**config.mk**
```make
export PLATFORM = sky130hd
export DESIGN_NAME = apb3_req_arbiter
export DESIGN_NICKNAME = d
export VERILOG_FILES = /design/src/rtl/apb3_arb_pkg.sv /design/src/rtl/apb3_rr_grant.sv /design/src/rtl/apb3_req_arbiter.sv
export SDC_FILE = /design/constraint.sdc
export NUM_CORES = 1
export LEC_CHECK = 0
export CORE_AREA = 2 2 137 139
export DETAILED_ROUTE_END_ITERATION = 10
export DIE_AREA = 0 0 139 141
export PLACE_DENSITY = 0.71
export SLEW_MARGIN = 10
export SYNTH_ARGS = -nofsm -noshare
export SYNTH_HDL_FRONTEND = slang
export SYNTH_HIERARCHICAL = 1
export SYNTH_SLANG_ARGS = --single-unit
```
**constraint.sdc**
```tcl
create_clock -name HCLK -period 6.3 [get_ports HCLK]
set_input_delay 0.945 -clock HCLK [delete_from_list [all_inputs] [get_ports HCLK]]
set_output_delay 0.945 -clock HCLK [all_outputs]
set_load 0.02 [all_outputs]
```
**src/rtl/apb3_arb_pkg.sv**
```systemverilog
// Shared definitions for the APB3 request arbiter: FSM encoding, clog2 helper, default timeout.
package apb3_arb_pkg;

    typedef enum logic [1:0] {
        IDLE   = 2'b00,
        SETUP  = 2'b01,
        ACCESS = 2'b10
    } state_t;

    localparam int DEFAULT_TIMEOUT = 255;

    function automatic int clog2(input int value);
        int r;
        int v;
        r = 0;
        v = value - 1;
        while (v > 0) begin
            r++;
            v = v >> 1;
        end
        return r;
    endfunction

endpackage

```
**src/rtl/apb3_rr_grant.sv**
```systemverilog
// Combinational round-robin picker: first set request strictly after ptr, wrapping around.
module apb3_rr_grant
    import apb3_arb_pkg::*;
#(
    parameter int NUM_REQ = 4,
    parameter int IDX_W   = clog2(NUM_REQ)
) (
    input  logic [NUM_REQ-1:0] req,
    input  logic [IDX_W-1:0]   ptr,
    output logic [NUM_REQ-1:0] grant,
    output logic [IDX_W-1:0]   idx
);

    logic             found;
    logic [IDX_W-1:0] cand;

    always_comb begin
        grant = '0;
        idx   = '0;
        found = 1'b0;
        cand  = '0;
        for (int k = 1; k <= NUM_REQ; k++) begin
            cand = IDX_W'((int'(ptr) + k) % NUM_REQ);
            if (!found && req[cand]) begin
                found       = 1'b1;
                grant[cand] = 1'b1;
                idx         = cand;
            end
        end
    end

endmodule

```
**src/rtl/apb3_req_arbiter.sv**
```systemverilog
// Round-robin sharing of one APB3 master port between NUM_REQ requesters, with ACCESS timeout.
// IDLE: arbitrate, respond | SETUP: PSEL only | ACCESS: PENABLE, wait PREADY or timeout
module apb3_req_arbiter
    import apb3_arb_pkg::*;
#(
    parameter int NUM_REQ    = 4,
    parameter int ADDR_WIDTH = 20,
    parameter int DATA_WIDTH = 32,
    parameter int TIMEOUT    = DEFAULT_TIMEOUT
) (
    input  logic                          HCLK,
    input  logic                          aresetn,
    input  logic [NUM_REQ-1:0]            req_valid,
    input  logic [NUM_REQ-1:0]            req_write,
    input  logic [NUM_REQ*ADDR_WIDTH-1:0] req_addr,
    input  logic [NUM_REQ*DATA_WIDTH-1:0] req_wdata,
    output logic [NUM_REQ-1:0]            req_ready,
    output logic [NUM_REQ-1:0]            rsp_valid,
    output logic [DATA_WIDTH-1:0]         rsp_rdata,
    output logic                          rsp_err,
    output logic                          PSEL,
    output logic                          PENABLE,
    output logic [ADDR_WIDTH-1:0]         PADDR,
    output logic                          PWRITE,
    output logic [DATA_WIDTH-1:0]         PWDATA,
    input  logic [DATA_WIDTH-1:0]         PRDATA,
    input  logic                          PREADY,
    input  logic                          PSLVERR
);

    localparam int IW = clog2(NUM_REQ);
    localparam int CW = (clog2(TIMEOUT + 1) > 0) ? clog2(TIMEOUT + 1) : 1;
    localparam bit TO_EN = (TIMEOUT != 0);
    // Count of earlier PREADY-low cycles that makes the current low cycle the last allowed one.
    localparam logic [CW-1:0] CNT_LAST = CW'((TIMEOUT > 0) ? TIMEOUT - 1 : 0);

    state_t             state;
    logic [IW-1:0]      ptr;
    logic [CW-1:0]      cnt;
    logic [NUM_REQ-1:0] gnt_onehot;
    logic [IW-1:0]      gnt_idx;

    apb3_rr_grant #(.NUM_REQ(NUM_REQ), .IDX_W(IW)) u_grant (
        .req   (req_valid),
        .ptr   (ptr),
        .grant (gnt_onehot),
        .idx   (gnt_idx)
    );

    always_ff @(posedge HCLK or negedge aresetn) begin
        if (!aresetn) begin
            state     <= IDLE;
            ptr       <= IW'(NUM_REQ - 1);
            cnt       <= '0;
            req_ready <= '0;
            rsp_valid <= '0;
            rsp_rdata <= '0;
            rsp_err   <= 1'b0;
            PSEL      <= 1'b0;
            PENABLE   <= 1'b0;
            PADDR     <= '0;
            PWRITE    <= 1'b0;
            PWDATA    <= '0;
        end else begin
            req_ready <= '0;
            rsp_valid <= '0;
            rsp_rdata <= '0;
            rsp_err   <= 1'b0;
            case (state)
                IDLE: begin
                    if (|req_valid) begin
                        ptr       <= gnt_idx;
                        PADDR     <= req_addr[gnt_idx*ADDR_WIDTH +: ADDR_WIDTH];
                        PWDATA    <= req_wdata[gnt_idx*DATA_WIDTH +: DATA_WIDTH];
                        PWRITE    <= req_write[gnt_idx];
                        req_ready <= gnt_onehot;
                        PSEL      <= 1'b1;
                        PENABLE   <= 1'b0;
                        state     <= SETUP;
                    end
                end
                SETUP: begin
                    PENABLE <= 1'b1;
                    cnt     <= '0;
                    state   <= ACCESS;
                end
                ACCESS: begin
                    if (PREADY) begin
                        PSEL      <= 1'b0;
                        PENABLE   <= 1'b0;
                        rsp_valid <= NUM_REQ'(1) << ptr;
                        rsp_rdata <= PWRITE ? '0 : PRDATA;
                        rsp_err   <= PSLVERR;
                        state     <= IDLE;
                    end else begin
                        if (cnt != '1) cnt <= cnt + 1'b1;
                        if (TO_EN && cnt == CNT_LAST) begin
                            PSEL      <= 1'b0;
                            PENABLE   <= 1'b0;
                            rsp_valid <= NUM_REQ'(1) << ptr;
                            rsp_err   <= 1'b1;
                            state     <= IDLE;
                        end
                    end
                end
                default: begin
                    PSEL    <= 1'b0;
                    PENABLE <= 1'b0;
                    state   <= IDLE;
                end
            endcase
        end
    end

endmodule

```
# Word level (Yosys, flattened, before mapping)

Index checks and enable logic that the tools add are counted.

Flip-flop bits (word level): 108
Latch bits: 0
Memory bits (writable): 0
Memory bits (read-only): 0
Bits of input ports: 252
Output and inout bits: 96
Logic and storage cells: 112
Memories kept: 0

$add $sub $neg: 5
Multiply operators: 1
Div/mod/pow operators: 0
Magnitude comparators: 9
Equality and inequality tests: 8
Shift operators: 3
Mux-type cells: 53
Bitwise gates (word level): 4
Reduce and logical (&&, ||, !) cells: 17

Operators by type and width:

| operator            | count |
|---|---|
| $shiftx 128x8->32   | 1 |
| $mux 32             | 3 |
| $shiftx 80x8->20    | 1 |
| $mux 4              | 9 |
| $mux 1              | 19 |
| $mux 8              | 2 |
| $pmux 8 s2          | 1 |
| $lt 2x3->1 const B  | 5 |
| $mux 2              | 7 |
| $or 4x4->4          | 3 |
| $bmux 1 s2          | 5 |
| $add 8x1->8 const B | 1 |
| $demux 1 s2         | 4 |
| $eq 8x8->1 const B  | 1 |
| $ge 2x1->1 const B  | 4 |
| $ne 8x8->1 const B  | 1 |
| $logic_and 1x1->1   | 7 |
| $ne 2x2->1 const B  | 3 |
| $pmux 1 s3          | 2 |
| $pmux 2 s3          | 1 |
| $reduce_and 3->1    | 2 |
| $mul 2x3->5 const B | 1 |
| $add 2x1->2 const B | 2 |
| $add 2x2->2 const B | 2 |
| other kinds (10)    | 13 |

# Depth between registers and ports, before layout

Gate-level depths: netlist of run 1.

Depth in word-level cells: 15
Mapped depth: 12
Mapped depth without buffers: 8

# Cells and area by module

The synthesis of run 1 kept the hierarchy.

Modules (own cells, without submodules):

| module           | times used | cells each | area each (µm²) |
|---|---|---|---|
| apb3_req_arbiter | 1          | 339        | 5333.9 |
| apb3_rr_grant    | 1          | 68         | 545.5 |

# Worst setup path after synthesis of run 1

No wires, ideal clock.

Path type: register to register
From: reg ptr[0]
To: reg PWDATA[22]
Library setup time: 125 ps
Data arrival time: 2910 ps
Path slack: 3265 ps
Cell stages (with the launch flop): 13
Cell sequence: dfstp_2 > buf_4 > inv_1 > ha_1 > buf_4 > nor2b_1 > a22oi_1 > o211ai_1 > a21oi_1 > buf_6 > buf_6 > mux4_2 > mux2_4

Longest elaborated chain between the ends: 14

Ends and longest elaborated chain:

| item                         | RTL line               | source |
|---|---|---|
| start: declaration           | apb3_req_arbiter.sv:38 | `logic [IW-1:0] ptr;` |
| start signal: assignment     | apb3_req_arbiter.sv:53 | `ptr <= IW'(NUM_REQ - 1);` |
| start signal: assignment     | apb3_req_arbiter.sv:72 | `ptr <= gnt_idx;` |
| $add 2x1->2                  | apb3_rr_grant.sv:23    | `cand = IDX_W'((int'(ptr) + k) % NUM_REQ);` |
| $bmux 1 s2                   | apb3_rr_grant.sv:24    | `if (!found && req[cand]) begin` |
| $mux 1 (not written as such) | apb3_rr_grant.sv:24    |  |
| $mux 1                       | apb3_rr_grant.sv:24    |  |
| $logic_not 1->1              | apb3_rr_grant.sv:24    |  |
| $logic_and 1x1->1            | apb3_rr_grant.sv:24    |  |
| $mux 1                       | apb3_rr_grant.sv:24    |  |
| $logic_not 1->1              | apb3_rr_grant.sv:24    |  |
| $logic_and 1x1->1            | apb3_rr_grant.sv:24    |  |
| $mux 1                       | apb3_rr_grant.sv:24    |  |
| $logic_not 1->1              | apb3_rr_grant.sv:24    |  |
| $logic_and 1x1->1            | apb3_rr_grant.sv:24    |  |
| $mux 2 *                     | apb3_rr_grant.sv:24    |  |
| named net gnt_idx[0]         | apb3_req_arbiter.sv:41 | `logic [IW-1:0] gnt_idx;` |
| $shiftx 128x8->32 *          | apb3_req_arbiter.sv:74 | `PWDATA <= req_wdata[gnt_idx*DATA_WIDTH +: DATA_WIDTH];` |
| end signal: assignment       | apb3_req_arbiter.sv:74 |  |
| end: declaration             | apb3_req_arbiter.sv:25 | `output logic [DATA_WIDTH-1:0] PWDATA,` |

Mark *: on every way through the listed nets, which the timed path passes. The rest lies on a longest branch. The select of a mux whose other input is x is not followed.
A chain may end at the register's enable or synchronous reset.

# Worst setup path in the final report of run 1

From: reg ptr[0]
To: reg PADDR[15]

Longest elaborated chain between the ends: 15

Ends and longest elaborated chain:

| item                         | RTL line               | source |
|---|---|---|
| $add 2x1->2                  | apb3_rr_grant.sv:23    |  |
| $bmux 1 s2                   | apb3_rr_grant.sv:24    |  |
| $mux 1 (not written as such) | apb3_rr_grant.sv:24    |  |
| $mux 1                       | apb3_rr_grant.sv:24    |  |
| $logic_not 1->1              | apb3_rr_grant.sv:24    |  |
| $logic_and 1x1->1            | apb3_rr_grant.sv:24    |  |
| $mux 1                       | apb3_rr_grant.sv:24    |  |
| $logic_not 1->1              | apb3_rr_grant.sv:24    |  |
| $logic_and 1x1->1            | apb3_rr_grant.sv:24    |  |
| $mux 1                       | apb3_rr_grant.sv:24    |  |
| $logic_not 1->1              | apb3_rr_grant.sv:24    |  |
| $logic_and 1x1->1            | apb3_rr_grant.sv:24    |  |
| $mux 2 *                     | apb3_rr_grant.sv:24    |  |
| named net gnt_idx[0]         | apb3_req_arbiter.sv:41 |  |
| $mul 2x3->5 *                | apb3_req_arbiter.sv:73 | `PADDR <= req_addr[gnt_idx*ADDR_WIDTH +: ADDR_WIDTH];` |
| $shiftx 80x8->20 *           | apb3_req_arbiter.sv:73 |  |
| end signal: assignment       | apb3_req_arbiter.sv:73 |  |
| end: declaration             | apb3_req_arbiter.sv:23 | `output logic [ADDR_WIDTH-1:0] PADDR,` |

Marked as above.

==> results.txt, run 1 <==
- The flow ran to the end, and the final reports show no timing, DRC or antenna violations.
- In the layout the commonest cells are clkdlybuf4s50_1 (346), dfrtp_1 (105), mux4_2 (51), mux2_2 (48), and2_1 (36).
* Rows: 50
* CP arrival: 4.36 ns
* Class of the worst hold path: reg -> reg
- Leakage Power: 3.886 nW
- The signal on the critical path passes through inv_1 > ha_1 > nor2b_1 > a22oi_1 > o211ai_1 > a21oi_4 > buf_4 > mux4_1 > mux2_1.
- In this run the deepest clock path goes through 2 buffers.
- Worst EP required: 6.52 ns
* # nets final: 1003
* Final hold viol count: 0
- Weighted congestion at the end of routability-driven global placement: 0.9502
- Fmax achieved: 242.0 MHz
- Buffers inserted to repair hold after CTS numbered 0.
* CTS-repair resized insts: 0
* Core Region: 18270 um2
* Number of inserted diodes: 0
* Clk Latency, worst-skew pair: 0.35 ns
- For this run the aggregate overflow at the end of global routing stands at 0.
- Entering global routing, the biggest net connects 64 pins.
* Cell area after placement: 9485 um2
- The routed layout has 4947 vias.
- After detailed placement, the design holds a cell count of 964.
* Clock power share: 13.3%
- The critical path is of the reg -> reg type.
- A synthesized cell averages 14.45 um2.
- Number of nets with antenna violations after detailed routing: 0
- DRC violations left: 0
- The die is 139 um wide.
- Cell internal power was estimated by the tool at 2.546 mW.
- Overall routing resource usage: 20.99%
- Largest area contributor in the netlist: dfrtp_1
* Vias per std cell: 5.048
* Root buf cell: clkbuf_16
* Ys async rst share: 100.0%
- Clock-pin slew was measured on the worst setup and hold paths at 0.07 ns.
- Buffers placed on the I/O ports in this run total 347.
- 348 I/O pins were placed.
* Detailed-placement wirelength estimate: 16380 um
- The top cell type by area accounts for 44.69% of the synthesized area.
- Ratio of cells with drive above 1 in the final layout: 19.17%
* Crit-path leading delay family: buffers and inverters
- Sequential cells account for 27.4% of the total power.
* Sum of buffers and inverters on the critical path: 2
- On the critical path, the stage with the largest delay is an instance of dfstp_2.
- RSZ-0062 raised after global routing: no
* Final total negative setup slack: 0 ns
- Number of buffers inserted to repair setup after CTS: 0
- Clock skew on the completed layout was measured at 0.005389 ns.
- Drt first-iter violations: 247
- Die height: 141 um
- Part of the total power dissipated in combinational logic: 59.3%
- The synthesized design contains 0 enable-type register cells.
* Via count of the first global-routing pass: 5127
- Count of yosys warnings during synthesis: 6
- Worst vdd ir: 0.4189 mV
* Clk sink count: 107
* CTS HTree Levels: 3
* Power Dens Cells: 414.8 nW/um2
- Overall power consumption after layout is estimated at 4.051 mW.
- Summed over all nets, the switching power comes to 1.504 mW.
- Clock tree from TritonCTS: done
- The initial antenna violation count came to 2.
* Post-synthesis instance area: 5879 um2
* Register area share after synthesis: 45.58%
* Post-route minimum period: 4.132 ns
* Dominant cells by area after synthesis: dfrtp_1 (45%), mux4_2 (20%), mux2_2 (9.2%)
- Distinct cell type count after synthesis: 54
- The first global-routing pass estimated 31420 um of wire.
- The area growth from synthesis to layout is 66.08%.
* Finished Layout Cells: 980
- In the final routed layout, each cell accounts on average for 21.31 um.
- Starting density of the core: 32.18%
- In this run, CTS created clock tree buffers numbering 9.
* Max-slew violation count: 0
* Pre-antenna DRT Iters: 4
- Synthesized netlist net count: 669
- At the pin with the least slew margin, the transition time is 1.057 ns.
- Along the worst path, the maximum fanout reaches 54.
- Net switching is 37.14% of the power.
- Most instantiated flip-flop cell in the synthesis netlist: dfrtp_1
- Counting every instance in the synthesized netlist gives 407.
- Headroom to the max-slew limit: 29.52%
- Area of all placed cells without fillers: 9764 um2
- Most common cell after layout, fill and taps aside: clkdlybuf4s50_1
- Highest cell delay on the worst timing path: 0.78 ns
* Post-synthesis register bit count: 107
* Number of endpoints failing setup at the final stage: 0
- Max capacitance violation total: 0
* CP endpoint kind: flip-flop
- Final Routed Wirelength: 20880 um
- Startpoint Class: flip-flop
* Area of the die: 19600 um2
- Post-route clock period utilization: 65.58%
==> cell usage after synthesis (3+ instances only) <==
master and n:
o21ai_0 8, nand3_1 3, o211ai_1 3, and2_1 36, nor2b_1 4, mux2i_1 5
buf_2 6, mux4_1 4, mux4_2 51, ha_1 10, mux2_4 5, a22oi_1 3
nand2_1 20, buf_4 8, a21oi_1 3, inv_1 8, dfrtp_1 105, mux2_2 48
buf_6 9, clkbuf_1 4, a221o_2 4, nor3_1 7, nor2_1 10
==> stage by stage <==
| step | utilization, % | setup WS [ns] | hold WS, ns |
|---|---|---|---|
| finish | 53.45 | 2.168 | 0.4999 |
| global route | 53.45 | 1.773 | 0.5112 |
| CTS | 53.45 | 2.135 | 0.4988 |
| detailed placement | 51.92 | 1.867 | 0.4836 |
| global placement | 51.92 | 1.964 | 0.4750 |
| floorplan | - | 3.265 | 0.4601 |
==> worst paths after layout <==
kind                            from          to  slack [ns]  cells past startpoint
setup / recovery              ptr[0]   PADDR[15]        2.17                      9
hold / removal             PADDR[15]   PADDR[15]        0.50                      1
setup reg to reg              ptr[0]   PADDR[15]        2.17                      9
hold reg to reg            PADDR[15]   PADDR[15]        0.50                      1
max in group asynchronous    aresetn  PWDATA[15]        4.41                      2
min in group asynchronous    aresetn  PWDATA[30]        0.58                      1
==> cells by family after synthesis <==
| family | count (synthesis) | synth area share, % |
|---|---|---|
| DFF | 107 | 45.58 |
| xor gates and xnor gates | 1 | 0.1490 |
| muxes | 115 | 33.03 |
| AOI/OAI and AO/OA | 35 | 4.703 |
| buffers and inverters | 38 | 4.235 |
| adders and majority gates | 10 | 2.128 |
| and+or+nand+nor | 101 | 10.17 |
==> final cells by class <==
type / instances / area, um2
Inverter: 8 / 30.03
Sequential cell: 107 / 2680
Multi-Input combinational cell: 262 / 2967
Clock buffer: 10 / 239.0
Timing Repair Buffer: 353 / 3516
Clock inverter: 6 / 40.04
Tap cell: 234 / 292.8
Fill cell: 1535 / 8503
==> per-layer routing <==
layer	up-vias	part of all wire, %	GRT usage [%]
li1	2209	-	-
met1	2514	39	25.51
met2	194	53	37.21
met3	28	5.8	4.518
met4	2	2.2	7.018
met5	-	0.057	0
==> registers in the layout (all words and copies together), names as in the netlist <==
signal and count:
PWDATA 32, rsp_rdata 32, PADDR 20, cnt 8, req_ready 4, rsp_valid 4
ptr 2, state 2, PSEL 1, PWRITE 1, rsp_err 1
==> power groups by stage <==
stage / logic (mW) / clock network (mW) / registers (mW)
after floorplan: 1.37 / 0 / 1.34
after global placement: 2.38 / 0 / 1.11
after detailed placement: 2.43 / 0 / 1.12
after CTS: 2.44 / 0.555 / 1.11
after global routing: 2.56 / 0.582 / 1.14
final: 2.40 / 0.540 / 1.11
Note: power is estimated with default switching activity, not from simulation.
==> run 2: changes to the inputs <==
clock period = 4.3 ns   (was 6.3 ns; I/O delays follow)
==> run 2 against run 1 <==
  * Power up 48%
  * Sequential share of layout area decreased by 0.095 points
  * Clock power up 52%
  * Largest cell class unchanged
  * Global-route usage up 0.24 points
==> results.txt, run 2 (same netlist as run 1, synthesis figures left out) <==
- Number of port buffers: 347
- In the final design database the tool counted 1003 nets.
* Power Dens Cells: 613.0 nW/um2
* Final hold viol count: 0
* Critical Setup Path Class: reg -> reg
* Worst vdd ir: 0.6830 mV
* Startpoint Class: flip-flop
* Largest registers in the final layout: PWDATA: 32 flops, rsp_rdata: 32 flops, PADDR: 20 flops
- Starting density of the core: 32.18%
- In this run the static leakage power is 3.894 nW.
* Most common cell after layout, fill and taps aside: clkdlybuf4s50_1
* Clock input transition at the sequential cells of the worst setup and hold paths: 0.07 ns
* Fill count: 1533
* Pre-antenna DRT Iters: 4
* CP endpoint kind: flip-flop
* Routed length per instance: 21.66 um
- Counting I/O delays and the setup requirement, the final critical path takes 3.660 ns.
- Largest net degree at the start of global routing: 62
- Die outline width: 139 um
* Clk Latency, worst-skew pair: 0.35 ns
* DRC violations left: 0
- Clock skew on the completed layout was measured at 0.008931 ns.
- In the final layout, flip-flops and latches occupy 2680 um2.
* Growth of design area from synthesis to finish: 66.65%
- For the final routed database, the setup TNS stands at 0 ns.
- After layout, the worst path uses 85.12% of the clock period.
* Final core utilization: 53.64%
* Rows: 50
- RSZ-0062 raised after global routing: no
* Die height: 141 um
- Number of buffers added to fix hold violations after cts: 0
- For this block, the routed nets add up to 21250 um of wire.
- Once routing completed, OpenROAD measured the worst setup slack at 0.6396 ns.
- The floorplan step defined a core boundary enclosing 18270 um2.
- CTS-repair resized insts: 0
- Counting every sink on the clock net gives 107.
* Post-route worst hold slack: 0.2350 ns
- Wire length of the first global-routing pass: 31670 um
- Final Total Pwr: 6.007 mW
- Via count of the first global-routing pass: 5294
- Root buf cell: clkbuf_16
- For this design the top-level I/O count stands at 348.
- CTS HTree Levels: 3
- The flow ran to the end, and the final reports show no timing, DRC or antenna violations.
- Based on the critical path, the design can be clocked at up to 273.2 MHz.
* Transition time at the pin with the least slew margin: 0.8975 ns
* Worst Path Max Fanout: 54
* Vias per std cell: 5.056
- Worst setup slack after placement: 0.6213 ns
* CP arrival: 3.89 ns
- In the layout the commonest cells are clkdlybuf4s50_1 (346), dfrtp_1 (105), mux4_2 (51), mux2_2 (48), and2_1 (36).
* Class of the worst hold path: in -> async
- At the worst endpoint, the required time is 4.53 ns.
* Drt first-iter violations: 221
- Area of the die: 19600 um2
- In this run the tightest slew margin relative to its limit is 40.16%.
- The number of pins with negative max-slew slack in the final report came to 0.
- Detailed-placement wirelength estimate: 16510 um
- For this run, the total global-route usage over all layers was measured as 21.23%.
- In this run the post-CTS setup repair buffer count came out at 0.
- Total via count after detailed routing: 4960
- The longest clock path from root to sink contains 2 buffers.
* Weighted congestion at the end of routability-driven global placement: 0.9109
- Clock tree from TritonCTS: done
* Number of endpoints failing setup at the final stage: 0
- The initial antenna violation count was 1.
* Max capacitance violation total: 0
* Combined area of the multi-input logic cells: 2967 um2
- CTS buffer count: 9
* Total congestion overflow: 0
- Number of nets with antenna violations after detailed routing: 0
* Ratio of cells with drive above 1 in the final layout: 19.03%
## run 2: changes by cell type in the layout (fill, tap and decap cells not counted)
cell	before	now
buf_12	0	2
buf_4	7	5
clkbuf_1	0	1
clkinv_2	3	0
clkinv_4	1	0
diode_2	0	1
inv_6	1	4
## run 2: area by class of cell
class / instances / area share (%)
flip-flops and latches: 107 / 27.35
clock inverters: 5 / 0.4342
diodes: 1 / 0.02554
repair buffers: 353 / 36.14
multi-input cells: 262 / 30.28
clock buffers: 11 / 2.477
well taps: 234 / 2.988
inverters: 8 / 0.3065
## run 2: final timing paths
check | depth (start not counted) | from | end | slack, ns
worst max-delay path | 9 | ptr[0] | PADDR[15] | 0.64
worst min-delay path | 1 | aresetn | PWDATA[22] | 0.24
worst max register to register | 9 | ptr[0] | PADDR[15] | 0.64
worst min register to register | 1 | PADDR[14] | PADDR[14] | 0.49
max in group asynchronous | 2 | aresetn | PWDATA[28] | 3.06
min in group HCLK | 1 | PADDR[14] | PADDR[14] | 0.49
## run 2: layer usage
layer,track usage [%],vias to the layer above,routed length (um)
li1,-,2206,-
met1,25.75,2542,8422
met2,38.58,190,11350
met3,3.533,22,1135
met4,6.911,0,350
met5,0,-,0
## run 2: worst max-delay path: stages, from the launching register on
cell	delay (ns)
dfstp_2	0.78
inv_1	0.19
ha_1	0.53
nor2b_1	0.14
a22oi_1	0.22
o211ai_1	0.16
a21oi_4	0.21
buf_12	0.38
mux4_1	0.61
mux2_1	0.30
## run 2: metrics by stage
step / area (um2) / cells
detailed placement: 9510 / 964
global route: 9798 / 981
global placement: 9510 / 964
floorplan: 5879 / 407
finish: 9798 / 981
CTS: 9796 / 980
## run 2: where the power goes
part,internal (mW),switching [mW]
Sequential,1.37,0.253
Combinational,1.98,1.59
Clock,0.419,0.402
Total,3.76,2.24
